**src/rtl/serial_operand_shifter_if.sv**
```systemverilog
// Operand/serial bus for serial_operand_shifter.
// The master side offers parallel operand pairs and watches the serial bit stream.
// The slave side is the shifter itself.
interface serial_operand_shifter_if #(
  parameter int WIDTH = 8
);
  logic             in_valid;
  logic             in_ready;
  logic [WIDTH-1:0] in_a;
  logic [WIDTH-1:0] in_b;
  logic             a;
  logic             b;
  logic             bit_valid;
  logic             last;
  logic             clr;
  logic             busy;

  modport master (
    output in_valid, in_a, in_b,
    input  in_ready, a, b, bit_valid, last, clr, busy
  );

  modport slave (
    input  in_valid, in_a, in_b,
    output in_ready, a, b, bit_valid, last, clr, busy
  );
endinterface

```
**src/rtl/serial_operand_shifter.sv**
```systemverilog
// serial_operand_shifter: feeds a Moore serial adder from parallel operand pairs.
// Each accepted pair produces one clr cycle followed by WIDTH bit pairs, LSB first.
// Optional feature macro: OPSER_PREFETCH_EN adds a one-entry hold register so the
// next pair can be taken while a word is shifting, removing the idle cycle between words.
module serial_operand_shifter #(
  parameter int WIDTH = 8
) (
  input  logic                     clk,
  input  logic                     reset,
  serial_operand_shifter_if.slave  bus
);

  localparam int CW = $clog2(WIDTH);
  localparam logic [CW-1:0] LAST_IDX = CW'(WIDTH - 1);

  typedef enum logic [1:0] {IDLE, CLEAR, SHIFT} state_t;

  state_t           state_reg, state_next;
  logic [WIDTH-1:0] opa_reg, opa_next;
  logic [WIDTH-1:0] opb_reg, opb_next;
  logic [CW-1:0]    cnt_reg, cnt_next;
  logic             a_reg, a_next;
  logic             b_reg, b_next;
  logic             bit_valid_reg, bit_valid_next;
  logic             last_reg, last_next;
  logic             clr_reg, clr_next;
  logic             in_ready;
  logic             accept;
  logic             word_done;

`ifdef OPSER_PREFETCH_EN
  logic [WIDTH-1:0] hold_a_reg, hold_a_next;
  logic [WIDTH-1:0] hold_b_reg, hold_b_next;
  logic             hold_full_reg, hold_full_next;

  // With a hold slot the only reason to refuse a pair is that the slot is occupied.
  assign in_ready = !hold_full_reg;
`else
  assign in_ready = (state_reg == IDLE);
`endif

  assign accept    = bus.in_valid && in_ready;
  // A new word may start from IDLE or straight after the final bit of the current one.
  assign word_done = (state_reg == IDLE) || ((state_reg == SHIFT) && (cnt_reg == LAST_IDX));

  // Next-state logic; serial outputs are computed one cycle ahead so they leave registered.
  always_comb begin
    state_next     = state_reg;
    opa_next       = opa_reg;
    opb_next       = opb_reg;
    cnt_next       = cnt_reg;
    a_next         = 1'b0;
    b_next         = 1'b0;
    bit_valid_next = 1'b0;
    last_next      = 1'b0;
    clr_next       = 1'b0;
`ifdef OPSER_PREFETCH_EN
    hold_a_next    = hold_a_reg;
    hold_b_next    = hold_b_reg;
    hold_full_next = hold_full_reg;
`endif

    if (state_reg == CLEAR) begin
      // Leaving CLEAR: present bit 0 and start the count.
      state_next     = SHIFT;
      cnt_next       = '0;
      a_next         = opa_reg[0];
      b_next         = opb_reg[0];
      opa_next       = opa_reg >> 1;
      opb_next       = opb_reg >> 1;
      bit_valid_next = 1'b1;
    end else if ((state_reg == SHIFT) && (cnt_reg != LAST_IDX)) begin
      cnt_next       = cnt_reg + CW'(1);
      a_next         = opa_reg[0];
      b_next         = opb_reg[0];
      opa_next       = opa_reg >> 1;
      opb_next       = opb_reg >> 1;
      bit_valid_next = 1'b1;
      last_next      = ((cnt_reg + CW'(1)) == LAST_IDX);
    end

`ifdef OPSER_PREFETCH_EN
    if (word_done && hold_full_reg) begin
      // Queued pair goes straight into the shifter; IDLE is skipped.
      state_next     = CLEAR;
      clr_next       = 1'b1;
      cnt_next       = '0;
      opa_next       = hold_a_reg;
      opb_next       = hold_b_reg;
      hold_full_next = accept;
      if (accept) begin
        hold_a_next = bus.in_a;
        hold_b_next = bus.in_b;
      end
    end else if (word_done && accept) begin
      state_next = CLEAR;
      clr_next   = 1'b1;
      cnt_next   = '0;
      opa_next   = bus.in_a;
      opb_next   = bus.in_b;
    end else if (accept) begin
      // Busy mid-word: park the pair until the current word finishes.
      hold_a_next    = bus.in_a;
      hold_b_next    = bus.in_b;
      hold_full_next = 1'b1;
    end else if (word_done) begin
      state_next = IDLE;
      cnt_next   = '0;
    end
`else
    if (word_done && accept) begin
      state_next = CLEAR;
      clr_next   = 1'b1;
      cnt_next   = '0;
      opa_next   = bus.in_a;
      opb_next   = bus.in_b;
    end else if (word_done) begin
      state_next = IDLE;
      cnt_next   = '0;
    end
`endif
  end

  // State, operand and output registers; reset aborts any word without a clr pulse.
  always_ff @(posedge clk or posedge reset) begin
    if (reset) begin
      state_reg     <= IDLE;
      opa_reg       <= '0;
      opb_reg       <= '0;
      cnt_reg       <= '0;
      a_reg         <= 1'b0;
      b_reg         <= 1'b0;
      bit_valid_reg <= 1'b0;
      last_reg      <= 1'b0;
      clr_reg       <= 1'b0;
    end else begin
      state_reg     <= state_next;
      opa_reg       <= opa_next;
      opb_reg       <= opb_next;
      cnt_reg       <= cnt_next;
      a_reg         <= a_next;
      b_reg         <= b_next;
      bit_valid_reg <= bit_valid_next;
      last_reg      <= last_next;
      clr_reg       <= clr_next;
    end
  end

`ifdef OPSER_PREFETCH_EN
  // Hold slot for the prefetched operand pair.
  always_ff @(posedge clk or posedge reset) begin
    if (reset) begin
      hold_a_reg    <= '0;
      hold_b_reg    <= '0;
      hold_full_reg <= 1'b0;
    end else begin
      hold_a_reg    <= hold_a_next;
      hold_b_reg    <= hold_b_next;
      hold_full_reg <= hold_full_next;
    end
  end
`endif

  assign bus.in_ready  = in_ready;
  assign bus.a         = a_reg;
  assign bus.b         = b_reg;
  assign bus.bit_valid = bit_valid_reg;
  assign bus.last      = last_reg;
  assign bus.clr       = clr_reg;
  assign bus.busy      = (state_reg != IDLE);

endmodule

```
**src/flat_wrapper.sv**
```systemverilog
// flat-port wrapper written by rule: the top's interface ports become plain ports
module serial_operand_shifter_flat 
#(
  parameter int WIDTH = 8
)
  (clk, reset, bus_in_valid, bus_in_a, bus_in_b, bus_in_ready, bus_a, bus_b, bus_bit_valid, bus_last, bus_clr, bus_busy);
  serial_operand_shifter_if #(.WIDTH(WIDTH)) bus_i ();
  input  logic clk;
  input  logic reset;
  input wire logic [$bits(bus_i.in_valid)-1:0] bus_in_valid;
  input wire logic [$bits(bus_i.in_a)-1:0] bus_in_a;
  input wire logic [$bits(bus_i.in_b)-1:0] bus_in_b;
  output wire logic [$bits(bus_i.in_ready)-1:0] bus_in_ready;
  output wire logic [$bits(bus_i.a)-1:0] bus_a;
  output wire logic [$bits(bus_i.b)-1:0] bus_b;
  output wire logic [$bits(bus_i.bit_valid)-1:0] bus_bit_valid;
  output wire logic [$bits(bus_i.last)-1:0] bus_last;
  output wire logic [$bits(bus_i.clr)-1:0] bus_clr;
  output wire logic [$bits(bus_i.busy)-1:0] bus_busy;
  assign bus_i.in_valid = bus_in_valid;
  assign bus_i.in_a = bus_in_a;
  assign bus_i.in_b = bus_in_b;
  assign bus_in_ready = bus_i.in_ready;
  assign bus_a = bus_i.a;
  assign bus_b = bus_i.b;
  assign bus_bit_valid = bus_i.bit_valid;
  assign bus_last = bus_i.last;
  assign bus_clr = bus_i.clr;
  assign bus_busy = bus_i.busy;
  serial_operand_shifter #(.WIDTH(WIDTH)) u_core (.clk(clk), .reset(reset), .bus(bus_i));
endmodule
```
**config.mk**
```make
export PLATFORM = sky130hd
export DESIGN_NAME = serial_operand_shifter_flat
export DESIGN_NICKNAME = d
export VERILOG_FILES = /design/src/rtl/serial_operand_shifter_if.sv /design/src/rtl/serial_operand_shifter.sv /design/src/flat_wrapper.sv
export SDC_FILE = /design/constraint.sdc
export NUM_CORES = 1
export LEC_CHECK = 0
export CAP_MARGIN = 20
export CORE_UTILIZATION = 50
export DETAILED_ROUTE_END_ITERATION = 10
export DONT_BUFFER_PORTS = 1
export PLACE_DENSITY = 0.69
export SYNTH_ARGS = -nofsm -noshare
export SYNTH_HDL_FRONTEND = slang
export SYNTH_SLANG_ARGS = --single-unit
```
**constraint.sdc**
```tcl
create_clock -name clk -period 4.7 [get_ports clk]
set_input_delay 0.47 -clock clk [delete_from_list [all_inputs] [get_ports clk]]
set_output_delay 0.47 -clock clk [all_outputs]
set_load 0.01 [all_outputs]
```
Yosys cells after proc, flatten, opt, wreduce, memory -nomap -nowiden
Cells that the tools add are included.

$add $sub $neg: 1. Div/mod/pow operators: 0. Reductions and logical operators: 10. Mux-type cells: 22. $lt $le $gt $ge: 0. Bitwise operators: 0. Equal/unequal tests: 5. Multipliers: 0. Shifts and indexed selects: 0.

Operators with widths (count): 8-bit 2-to-1 mux (6); 3-bit 2-to-1 mux (4); 1-bit 2-to-1 mux (9); 3-bit equality test (second input constant) (2); 2-bit 2-to-1 mux (3); 3-bit nonzero test (2); 1-bit logical AND (4); 4-bit nonzero test (1); 3-bit by 1-bit adder with 3-bit output (second input constant) (1); 3-bit inequality test (second input constant) (1); 2-bit by 1-bit equality test with 1-bit output (second input constant) (1); 2-bit equality test (second input constant) (1); 2-bit zero test (1); 2-bit nonzero test (1); 1-bit logical OR (1).

Output and inout bits: 7. Bits in latches: 0. Bits in writable memories: 0. Register bits: 26. Bits of input ports: 19. Logic and storage cells: 47. Bits in read-only memories: 0. Memories kept: 0.

Logic depth before layout (Yosys ltp)
Gate-level depths: netlist (run 1).

Depth in word-level cells: 6. Gate-level depth with buffers: 6. Gate-level depth less buffers: 6.

Worst setup path after synthesis (run 1)
OpenSTA, ideal clock, no wires.

Path kind: register to register. From: register u_core.cnt_reg[0]. To: register u_core.opa_reg[3]. Arrival: 1.606 ns. Period minus slack after synthesis: 1.673 ns. Required time: 4.633 ns. Buffers on the path: 1. Slack: 3.027 ns. Stages on the path, launching flop included: 7. Setup time: 0.067 ns. Cell sequence: dfrtp_1 -> ha_1 -> ha_1 -> clkbuf_1 -> o21a_1 -> a21oi_2 -> o221a_1.

Longest elaborated chain between the ends: 5. Elaborated cells between the ends (all ways): 8. Those cells by class: eq/ne: 2; mux: 1; reduce/logical: 5.

RTL lines: from (decl) (line serial_operand_shifter.sv:21) `logic [CW-1:0] cnt_reg, cnt_next;`; from (signal assigned) (line serial_operand_shifter.sv:140) `cnt_reg <= cnt_next;`; 3-bit equality test (line serial_operand_shifter.sv:44) `assign word_done = (state_reg == IDLE) || ((state_reg == SHIFT) && (cnt_reg == LAST_IDX));`; 1-bit logical AND (line serial_operand_shifter.sv:44); 1-bit logical OR (line serial_operand_shifter.sv:44); 1-bit logical AND (line serial_operand_shifter.sv:111) `if (word_done && accept) begin`; 3-bit nonzero test (no line) or 8-bit 2-to-1 mux (tied branches); to (signal assigned) (line serial_operand_shifter.sv:138) `opa_reg <= opa_next;`; to (decl) (line serial_operand_shifter.sv:19) `logic [WIDTH-1:0] opa_reg, opa_next;`.

Several ways; a longest one is shown, not always the timed one. A chain may end at the register's enable or synchronous reset.

Worst setup path after layout (run 1)
From: register u_core.state_reg[0]. To: output port bus_busy.

Longest elaborated chain between the ends: 1.

RTL lines: from (decl) (line serial_operand_shifter.sv:18) `state_t state_reg, state_next;`; from (signal assigned) (line serial_operand_shifter.sv:137) `state_reg <= state_next;`; 2-bit nonzero test (line serial_operand_shifter.sv:170) `assign bus.busy = (state_reg != IDLE);`; to (decl) (line flat_wrapper.sv:19) `output wire logic [$bits(bus_i.busy)-1:0] bus_busy;`.

Every way passes these cells.

==> results.txt, run 1 <==
Synthesized cell area: 0.001364 mm^2
Setup TNS: 0 ns
Setup ws final: 2.385 ns
Yosys top cell area share: 47.71%
Top-count cell post-synth: dfrtp_1
Critical Path Sink Type: output pin
Adder-Cell Fraction of Synth Area: 2.752%
Startpoint types: flip-flop
CTS Buf Count: 3
Post-Route WL: 2606 um
Largest net degree at the start of global routing: 35
First-pass GRT wire length: 4236 um
Post-CTS sizing: 0
Post-synthesis simple-gate area fraction: 18.90%
Synth top area cells: dfrtp_1, o221a_1, mux2i_1
CTS tree: done
Area delta synth->final: 5.780%
Worst r2r src: u_core.state_reg[0]$_DFFE_PP0P_
Reg2reg setup slack: 2.60 ns
Via count: 980
Worst-path clk slew: 0.15 ns
Critical Path RT: 4.23 ns
Hpwl dp: 1783 um
Initial drt markers: 23
Via density: 6.282
Setup violation total in the final timing report: 0
Mapped Nets: 151
Vias in the first global route: 859
Layout cells sized above 1: 7.937%
Die Area: 0.002940 mm^2
Max Clock Freq: 431.9 MHz
Worst Hold End: u_core.opb_reg[7]$_DFFE_PP0P_
Sequential area share after synthesis: 47.71%
Max-cap viol count: 0
H-tree depth: 1
IO Port Bufs: 0
Ant diodes: 0
Clock skew: 0.008215 ns
Nets: 149
Post-CTS Setup Inserts: 0
Worst Path Max Fanout: 34
Post-route ant nets: 0
Pre-CTS setup slack: 2.667 ns
Post-synthesis cell type count: 32
HP Start: bus_in_b[7]
Min Hold Slack: 0.2492 ns
Syn Area/Cell: 10.57 um^2
Worst r2r path cells: 3
Ys flop type: dfrtp_1
Remaining Overflow, GRT: 0
Outcome: complete, no violations
Critical path arrival: 1.85 ns
Initial Utilization: 54.07%
Final hold vios: 0
Root Driver: clkbuf_4
Die W: 54.23 um
Static leakage: 0.6165 nW
IO Pins: 26
Hold Path Stages: 2
Skew-Pair Late Insertion Delay: 0.33 ns
Post-synthesis async set-or-reset flop share: 100.0%
DR WL/cell: 16.71 um
Multiplexer share of the synthesized area: 5.963%
CTS Sinks: 26
Slew margin rel.: 35.00%
Most frequent cells after synthesis: dfrtp_1, nand2b_1, o221a_1
DR DRC count: 0
First-pass DRT Iterations: 4
Complex-gate fraction of the synthesized area: 18.35%
Leading area contributor after synthesis: dfrtp_1
Routability cong.: 0.7684
Antenna violations before repair: 0
CP Class: reg -> out
Layout Utilization: 57.19%
# rows: 18
Worst-Margin Slew: 0.9750 ns
Die Ht: 54.23 um
Pwr Density: 709.8 mW/mm^2
Total GRT Usage: 20.75%
Final Max Tran Viols: 0
Min-Delay Path Class: in -> reg
Synth warnings: 0
Post-Synth XOR/XNOR Area: 0%
Number of synthesized flops with an enable pin: 0
Final period util: 49.26%
Tmin final: 2.315 ns
Yosys reg bits: 26
Syn Inst Count: 129
Peak VDD IR: 0.3401 mV
Core area: 0.002522 mm^2
Total power: 1.024 mW
RSZ-0062 raised after global routing: false
Critical R2R Capture: u_core.opb_reg[3]$_DFFE_PP0P_
Largest family of logic cells by synthesized area: simple AND/OR/NAND/NOR gates
Clk buf depth: 2
[worst max-delay path by stage]
| stage | from | to |
|---|---|---|
| finish | u_core.state_reg[0]$_DFFE_PP0P_ | bus_busy |
| global route | u_core.state_reg[0]$_DFFE_PP0P_ | bus_busy |
| CTS | u_core.state_reg[0]$_DFFE_PP0P_ | bus_busy |
| detailed placement | u_core.state_reg[0]$_DFFE_PP0P_ | u_core.opb_reg[3]$_DFFE_PP0P_ |
| global placement | u_core.state_reg[0]$_DFFE_PP0P_ | u_core.opa_reg[6]$_DFFE_PP0P_ |
| floorplan | u_core.cnt_reg[0]$_DFFE_PP0P_ | u_core.opa_reg[3]$_DFFE_PP0P_ |
[metal layers]
layer | track usage (%) | wire (um) | share of wire, % | vias up
met5 | 0 | 0 | 0 | -
met4 | 7.692 | 21 | 0.81 | 0
met3 | 3.333 | 90 | 3.5 | 3
met2 | 30.28 | 1230 | 47 | 29
met1 | 30.59 | 1263 | 48 | 484
li1 | - | - | - | 464
[critical path: stages (launching register included)]
cell and delay [ns]:
dfrtp_1 1.01, nor2_1 0.31, inv_1 0.19
[area by class of cell]
cell class                 count  area (um^2)
inverter                       8        30.03
timing repair buffer           3        45.04
sequential                    26        650.6
clock inverter                 1        30.03
fill                         215         1080
multi-input combinational     85        626.9
clock buffer                   3        22.52
tap                           30        37.54
[cell usage in the layout (no fill, tap or decap), types with 2 or more instances in the layout]
master / synthesis / final
a2111oi_0: 4 / 4
clkbuf_4: 0 / 3
and2_1: 3 / 3
nor3_1: 7 / 7
ha_1: 3 / 3
a21oi_1: 2 / 2
nand2_1: 5 / 5
mux2i_1: 7 / 7
o31ai_1: 2 / 2
nor2_1: 8 / 8
o221a_1: 9 / 9
a211o_1: 3 / 3
nor2b_1: 3 / 3
nor4b_1: 4 / 4
dfrtp_1: 26 / 26
inv_1: 7 / 7
nor4_1: 4 / 4
nand2b_1: 11 / 11
[cell families (layout without fill, tap and decap cells)]
group                      count (synthesis)  count (layout)
AOI/OAI and AO/OA                         28              28
adders and majority gates                  3               3
and+or+nand+nor                           46              46
muxes                                      8               8
DFF                                       26              26
buffers and inverters                     18              15
[power breakdown]
group          leakage [nW]  total, mW  internal [mW]  switching (mW)
clock network        0.0279      0.156         0.0863          0.0694
logic                 0.280      0.396          0.219           0.177
registers             0.309      0.473          0.326           0.146
[repair_timing]
action	4_1_cts	5_1_grt
hold endpoints to repair	0	1
endpoints found under the setup margin	0	0
hold buffers	0	1
[stage by stage]
step | cell area (um^2) | std cells
after floorplan | 1364 | 129
after global placement | 1353 | 150
after detailed placement | 1353 | 150
after CTS | 1405 | 154
after global routing | 1443 | 156
final | 1443 | 156
(Power assumes the default switching activity.)
==> run 2: changes to the inputs <==
Settings changed: PLACE_DENSITY 0.69 to 0.72.
Clock period 4.7 ns to 2 ns, I/O delays scaled along.
==> run 2 against run 1 <==
Against the previous run:
- final area up 2.6%
- die area unchanged
- core utilization up 1.5 points
- clock power up 140%
- critical path depth up 3
- flip-flop and latch count unchanged
- combinational power rose to 2.7 times the previous value
- sequential power up 120%
- via count up 2.6%
- worst hold slack worse by 0.19 ns
- sequential share of layout area down 1.1 points
- non-clock buffer count up 7
- largest cell class unchanged
==> results.txt, run 2 (synthesis gave the netlist of run 1 again) <==
Commonest non-fill, non-tap cell in the layout: dfrtp_1
Worst Path Max Fanout: 11
Routability cong.: 0.7622
Final period util: 92.31%
Min-Delay Path Class: in -> reg
CTS Buf Count: 3
Design area: 0.001480 mm^2
CP Class: reg -> reg
DR WL/cell: 16.58 um
Via count: 1,005
Tmin final: 1.846 ns
Worst-Margin Slew: 0.5772 ns
Post-Route WL: 2702 um
HP Start: bus_in_a[1]
Startpoint types: flip-flop
Worst Hold End: u_core.opa_reg[1]$_DFFE_PP0P_
Fillcell total: 233
Critical Path Sink Type: flip-flop
Skew-Pair Late Insertion Delay: 0.33 ns
Vias in the first global route: 990
Final hold vios: 0
Hpwl dp: 1843 um
Total GRT Usage: 21.94%
Outcome: complete, no violations
Critical path arrival: 2.12 ns
Die Ht: 54.23 um
Worst-path clk slew: 0.15 ns
Static leakage: 0.6411 nW
Antenna violations before repair: 0
Max incr delay on CP: 0.43 ns
Peak VDD IR: 1.118 mV
Number of placed instances, taps included: 156
Cell mode on critical path: ha_1
Setup violation total in the final timing report: 0
IO Port Bufs: 0
CTS tree: done
IO Pins: 26
Bufs and invs on worst path: 0
Footprint of the multi-input gates: 626.9 um^2
Layout cells sized above 1: 11.28%
Max Clock Freq: 541.7 MHz
Via density: 6.166
Critical R2R Capture: u_core.opb_reg[4]$_DFFE_PP0P_
Register area: 650.6 um^2
Initial Utilization: 54.07%
CP max-delay cell: dfrtp_1
DR DRC count: 0
Reg2reg setup slack: 0.15 ns
Initial drt markers: 24
Die Area: 0.002940 mm^2
Ant diodes: 0
CTS Sinks: 26
CP delay by family, top: compound AO/OA/AOI/OAI gates
Critical Path RT: 2.28 ns
Clock skew: 0.002621 ns
H-tree depth: 1
Die W: 54.23 um
Final Max Tran Viols: 0
Highest-count cells in the layout ignoring fill and taps: dfrtp_1, nand2b_1, o221a_1
Pwr Density: 1677 mW/mm^2
RSZ-0062 raised after global routing: false
Clk buf depth: 2
Hold Path Stages: 2
Post-CTS Setup Inserts: 0
Post-route ant nets: 0
Root Driver: clkbuf_4
Area delta synth->final: 8.532%
Crit-path cells: ha_1 -> ha_1 -> o21a_1 -> a21oi_2 -> o221a_1
Post-Layout Cell Count: 163
Largest net degree at the start of global routing: 27
Nets: 156
Placed cell area: 0.001398 mm^2
Min Hold Slack: 0.06233 ns
Setup TNS: 0 ns
First-pass DRT Iterations: 4
Worst r2r path cells: 5
First-pass GRT wire length: 4554 um
Max-cap viol count: 0
Core area: 0.002522 mm^2
Slew margin rel.: 61.52%
# rows: 18
Worst r2r src: u_core.cnt_reg[0]$_DFFE_PP0P_
Remaining Overflow, GRT: 0
-- run 2: changes by cell type in the layout (fill, tap and decap cells not counted) --
cell / before / now
buf_4: 1 / 7
dlygate4sd3_1: 1 / 3
buf_16: 1 / 0
-- run 2: layout make-up --
cell class / count / area share, %
clock buffer: 3 / 1.522
tap: 30 / 2.536
timing repair buffer: 10 / 5.579
inverter: 8 / 2.029
sequential: 26 / 43.96
multi-input combinational: 85 / 42.35
clock inverter: 1 / 2.029
-- run 2: routing by layer --
metal	share of wire [%]	GRT usage, %
met2	49	35.37
met5	0	0
met1	46	29.15
met4	1.0	6.410
met3	4.6	5.278
-- run 2: worst max-delay path by stage --
stage,slack [ns],cells past startpoint,startpoint,endpoint
after global placement,0.26,5,u_core.cnt_reg[0]$_DFFE_PP0P_,u_core.opa_reg[5]$_DFFE_PP0P_
after CTS,0.17,5,u_core.cnt_reg[0]$_DFFE_PP0P_,u_core.opb_reg[4]$_DFFE_PP0P_
after global routing,0.04,5,u_core.cnt_reg[0]$_DFFE_PP0P_,u_core.opb_reg[5]$_DFFE_PP0P_
after detailed placement,0.21,5,u_core.cnt_reg[0]$_DFFE_PP0P_,u_core.opb_reg[2]$_DFFE_PP0P_
final,0.15,5,u_core.cnt_reg[0]$_DFFE_PP0P_,u_core.opb_reg[4]$_DFFE_PP0P_
after floorplan,0.33,6,u_core.cnt_reg[0]$_DFFE_PP0P_,u_core.opa_reg[3]$_DFFE_PP0P_
-- run 2: power breakdown --
| group | internal, mW | leakage (nW) | switching (mW) |
|---|---|---|---|
| Clock | 0.203 | 0.0279 | 0.164 |
| Sequential | 0.768 | 0.309 | 0.267 |
| Combinational | 0.563 | 0.305 | 0.517 |
| Total | 1.53 | 0.641 | 0.948 |
-- run 2: worst reg2reg max path: cells and delay by family (launching register included) --
| family | cells | cell delay (ns) |
|---|---|---|
| AO/OA/AOI/OAI | 3 | 0.83 |
| flip-flops | 1 | 0.43 |
| adder cells (fa/ha/maj) | 2 | 0.53 |
-- run 2: repair_timing --
item / in CTS / in global routing
endpoints found under the hold margin: 28 / 0
gates resized for setup: 0 / 0
hold buffers: 3 / 0
-- run 2: metrics by stage --
step | worst slack (ns) | total power, mW | util (%)
final | 0.1539 | 2.482 | 58.68
after global routing | 0.03777 | 2.667 | 58.68
after CTS | 0.1696 | 2.485 | 58.68
after detailed placement | 0.2065 | 2.111 | 55.41
after global placement | 0.2587 | 2.056 | 55.41
after floorplan | 0.3272 | 1.885 | -
==> run 3: changes to the inputs <==
Settings changed: CORE_MARGIN set to 2, CORE_UTILIZATION 50 to 55, PLACE_DENSITY 0.72 to 0.77.
==> run 3 against run 2 <==
Against the previous run:
- sequential power down 4%
- first-iteration DRC count is 25% lower
- clock skew is 0.0052 ns higher
- final area shrank 0.51%
- total power fell by 1.7%
- flip-flop and latch count is the same
- count of clock-buffer cells in the layout stayed put
- clock power is essentially flat
- wire length decreased by 2.0%
- core utilization rose by 2.4 points
- via count decreased by 1.6%
- setup slack better by 0.10 ns
- largest cell class unchanged
- highest routed layer unchanged
==> results.txt, run 3 (synthesis gave the netlist of run 1 again) <==
Outcome: complete, no violations
Die Area: 0.002894 mm^2
Layout Utilization: 61.11%
IO Pins: 26
Final Max Tran Viols: 0
CTS tree: done
IO Port Bufs: 0
Hpwl dp: 1801 um
Initial drt markers: 18
Clk buf depth: 2
Critical path arrival: 2.01 ns
Pwr Density: 1657 mW/mm^2
Highest-count cells in the layout ignoring fill and taps: dfrtp_1, nand2b_1, o221a_1
Commonest non-fill, non-tap cell in the layout: dfrtp_1
Routability cong.: 0.7826
Critical Path RT: 2.27 ns
Antenna violations before repair: 0
Slew margin rel.: 63.98%
Skew-Pair Late Insertion Delay: 0.32 ns
Die Ht: 53.80 um
Crit-path cells: ha_1 -> ha_1 -> o21a_1 -> a21oi_2 -> o221a_1
Max Clock Freq: 573.3 MHz
Largest net degree at the start of global routing: 35
Final hold vios: 0
H-tree depth: 1
Via density: 6.105
Area delta synth->final: 7.981%
Pre-CTS setup slack: 0.2830 ns
Max incr delay on CP: 0.44 ns
Layout cells sized above 1: 10.61%
Cell mode on critical path: ha_1
Post-Route WL: 2648 um
Post-CTS sizing: 0
Startpoint types: flip-flop
Setup TNS: 0 ns
Critical Path Sink Type: flip-flop
Nets: 155
CTS Buf Count: 3
Ant diodes: 0
CP Class: reg -> reg
DR DRC count: 0
CP max-delay cell: dfrtp_1
Post-route ant nets: 0
DR WL/cell: 16.35 um
# rows: 18
RSZ-0062 raised after global routing: false
Total GRT Usage: 20.25%
Worst-Margin Slew: 0.5402 ns
Setup ws final: 0.2556 ns
Static leakage: 0.6372 nW
Vias in the first global route: 898
Final period util: 87.22%
Root Driver: clkbuf_4
Clock skew: 0.007797 ns
Initial Utilization: 56.59%
Via count: 989
First-pass GRT wire length: 4257 um
Max-cap viol count: 0
Tmin final: 1.744 ns
Worst-path clk slew: 0.15 ns
Worst Path Max Fanout: 9
Core area: 0.002410 mm^2
Setup violation total in the final timing report: 0
Peak VDD IR: 0.9492 mV
Remaining Overflow, GRT: 0
Min-Delay Path Class: in -> reg
Die W: 53.80 um
CTS Sinks: 26
First-pass DRT Iterations: 7
Reg2reg setup slack: 0.26 ns
==> run 3: changes by cell type in the layout (fill, tap and decap cells not counted) <==
cell / change
buf_4: -1
==> run 3: power breakdown <==
part	total, mW	switching [mW]	leakage (nW)	internal [mW]
clock	0.367	0.165	0.0279	0.202
combinational	1.07	0.527	0.301	0.545
sequential	1.00	0.233	0.309	0.768
total	2.44	0.925	0.637	1.52
==> run 3: what timing repair did <==
action	in CTS	in global routing
endpoints found under the hold margin	28	0
hold buffers	3	0
buffers inserted	0	0
setup endpoints to repair	0	0
==> run 3: metrics by stage <==
step           hold slack [ns]  std cells  power [mW]  area [um^2]
2_1_floorplan           0.2400        129       1.885         1364
3_3_place_gp            0.1635        155       2.032         1390
3_5_place_dp            0.1692        155       2.093         1390
4_1_cts                0.08456        162       2.459         1473
5_1_grt                 0.1101        162       2.629         1473
6_report               0.09133        162       2.441         1473
==> run 3: path summary, 6_finish.rpt <==
check                                               from                       endpoint  cells after the start
hold reg to reg            u_core.opb_reg[0]$_DFFE_PP0P_         u_core.bus.b$_DFF_PP0_                      1
setup reg to reg           u_core.cnt_reg[0]$_DFFE_PP0P_  u_core.opb_reg[4]$_DFFE_PP0P_                      5
min in group asynchronous                          reset  u_core.opa_reg[0]$_DFFE_PP0P_                      3
setup / recovery           u_core.cnt_reg[0]$_DFFE_PP0P_  u_core.opb_reg[4]$_DFFE_PP0P_                      5
hold / removal                               bus_in_a[1]  u_core.opa_reg[1]$_DFFE_PP0P_                      2
max in group asynchronous                          reset  u_core.opa_reg[3]$_DFFE_PP0P_                      3
==> run 3: critical path, delay by kind of cell, from the launching register on <==
family / cells / cell delay [ns]
compound gates: 3 / 0.78
fa+ha+maj: 2 / 0.47
flops: 1 / 0.44
==> run 3: per-layer routing <==
layer	routed length [um]	part of all wire [%]	vias to the layer above	global-route usage, %
met2	1302	49	19	34.15
met4	15	0.57	0	5.556
met1	1232	47	489	26.90
met3	98	3.7	2	3.056
li1	-	-	479	-
met5	0	0	-	0
==> run 3: layout make-up <==
| type | count | area (um^2) |
|---|---|---|
| multi-input cells | 85 | 626.9 |
| clock inverters | 1 | 30.03 |
| repair buffers | 9 | 75.07 |
| well taps | 30 | 37.54 |
| inverters | 8 | 30.03 |
| fillers | 204 | 937.1 |
| flip-flops and latches | 26 | 650.6 |
| clock buffers | 3 | 22.52 |
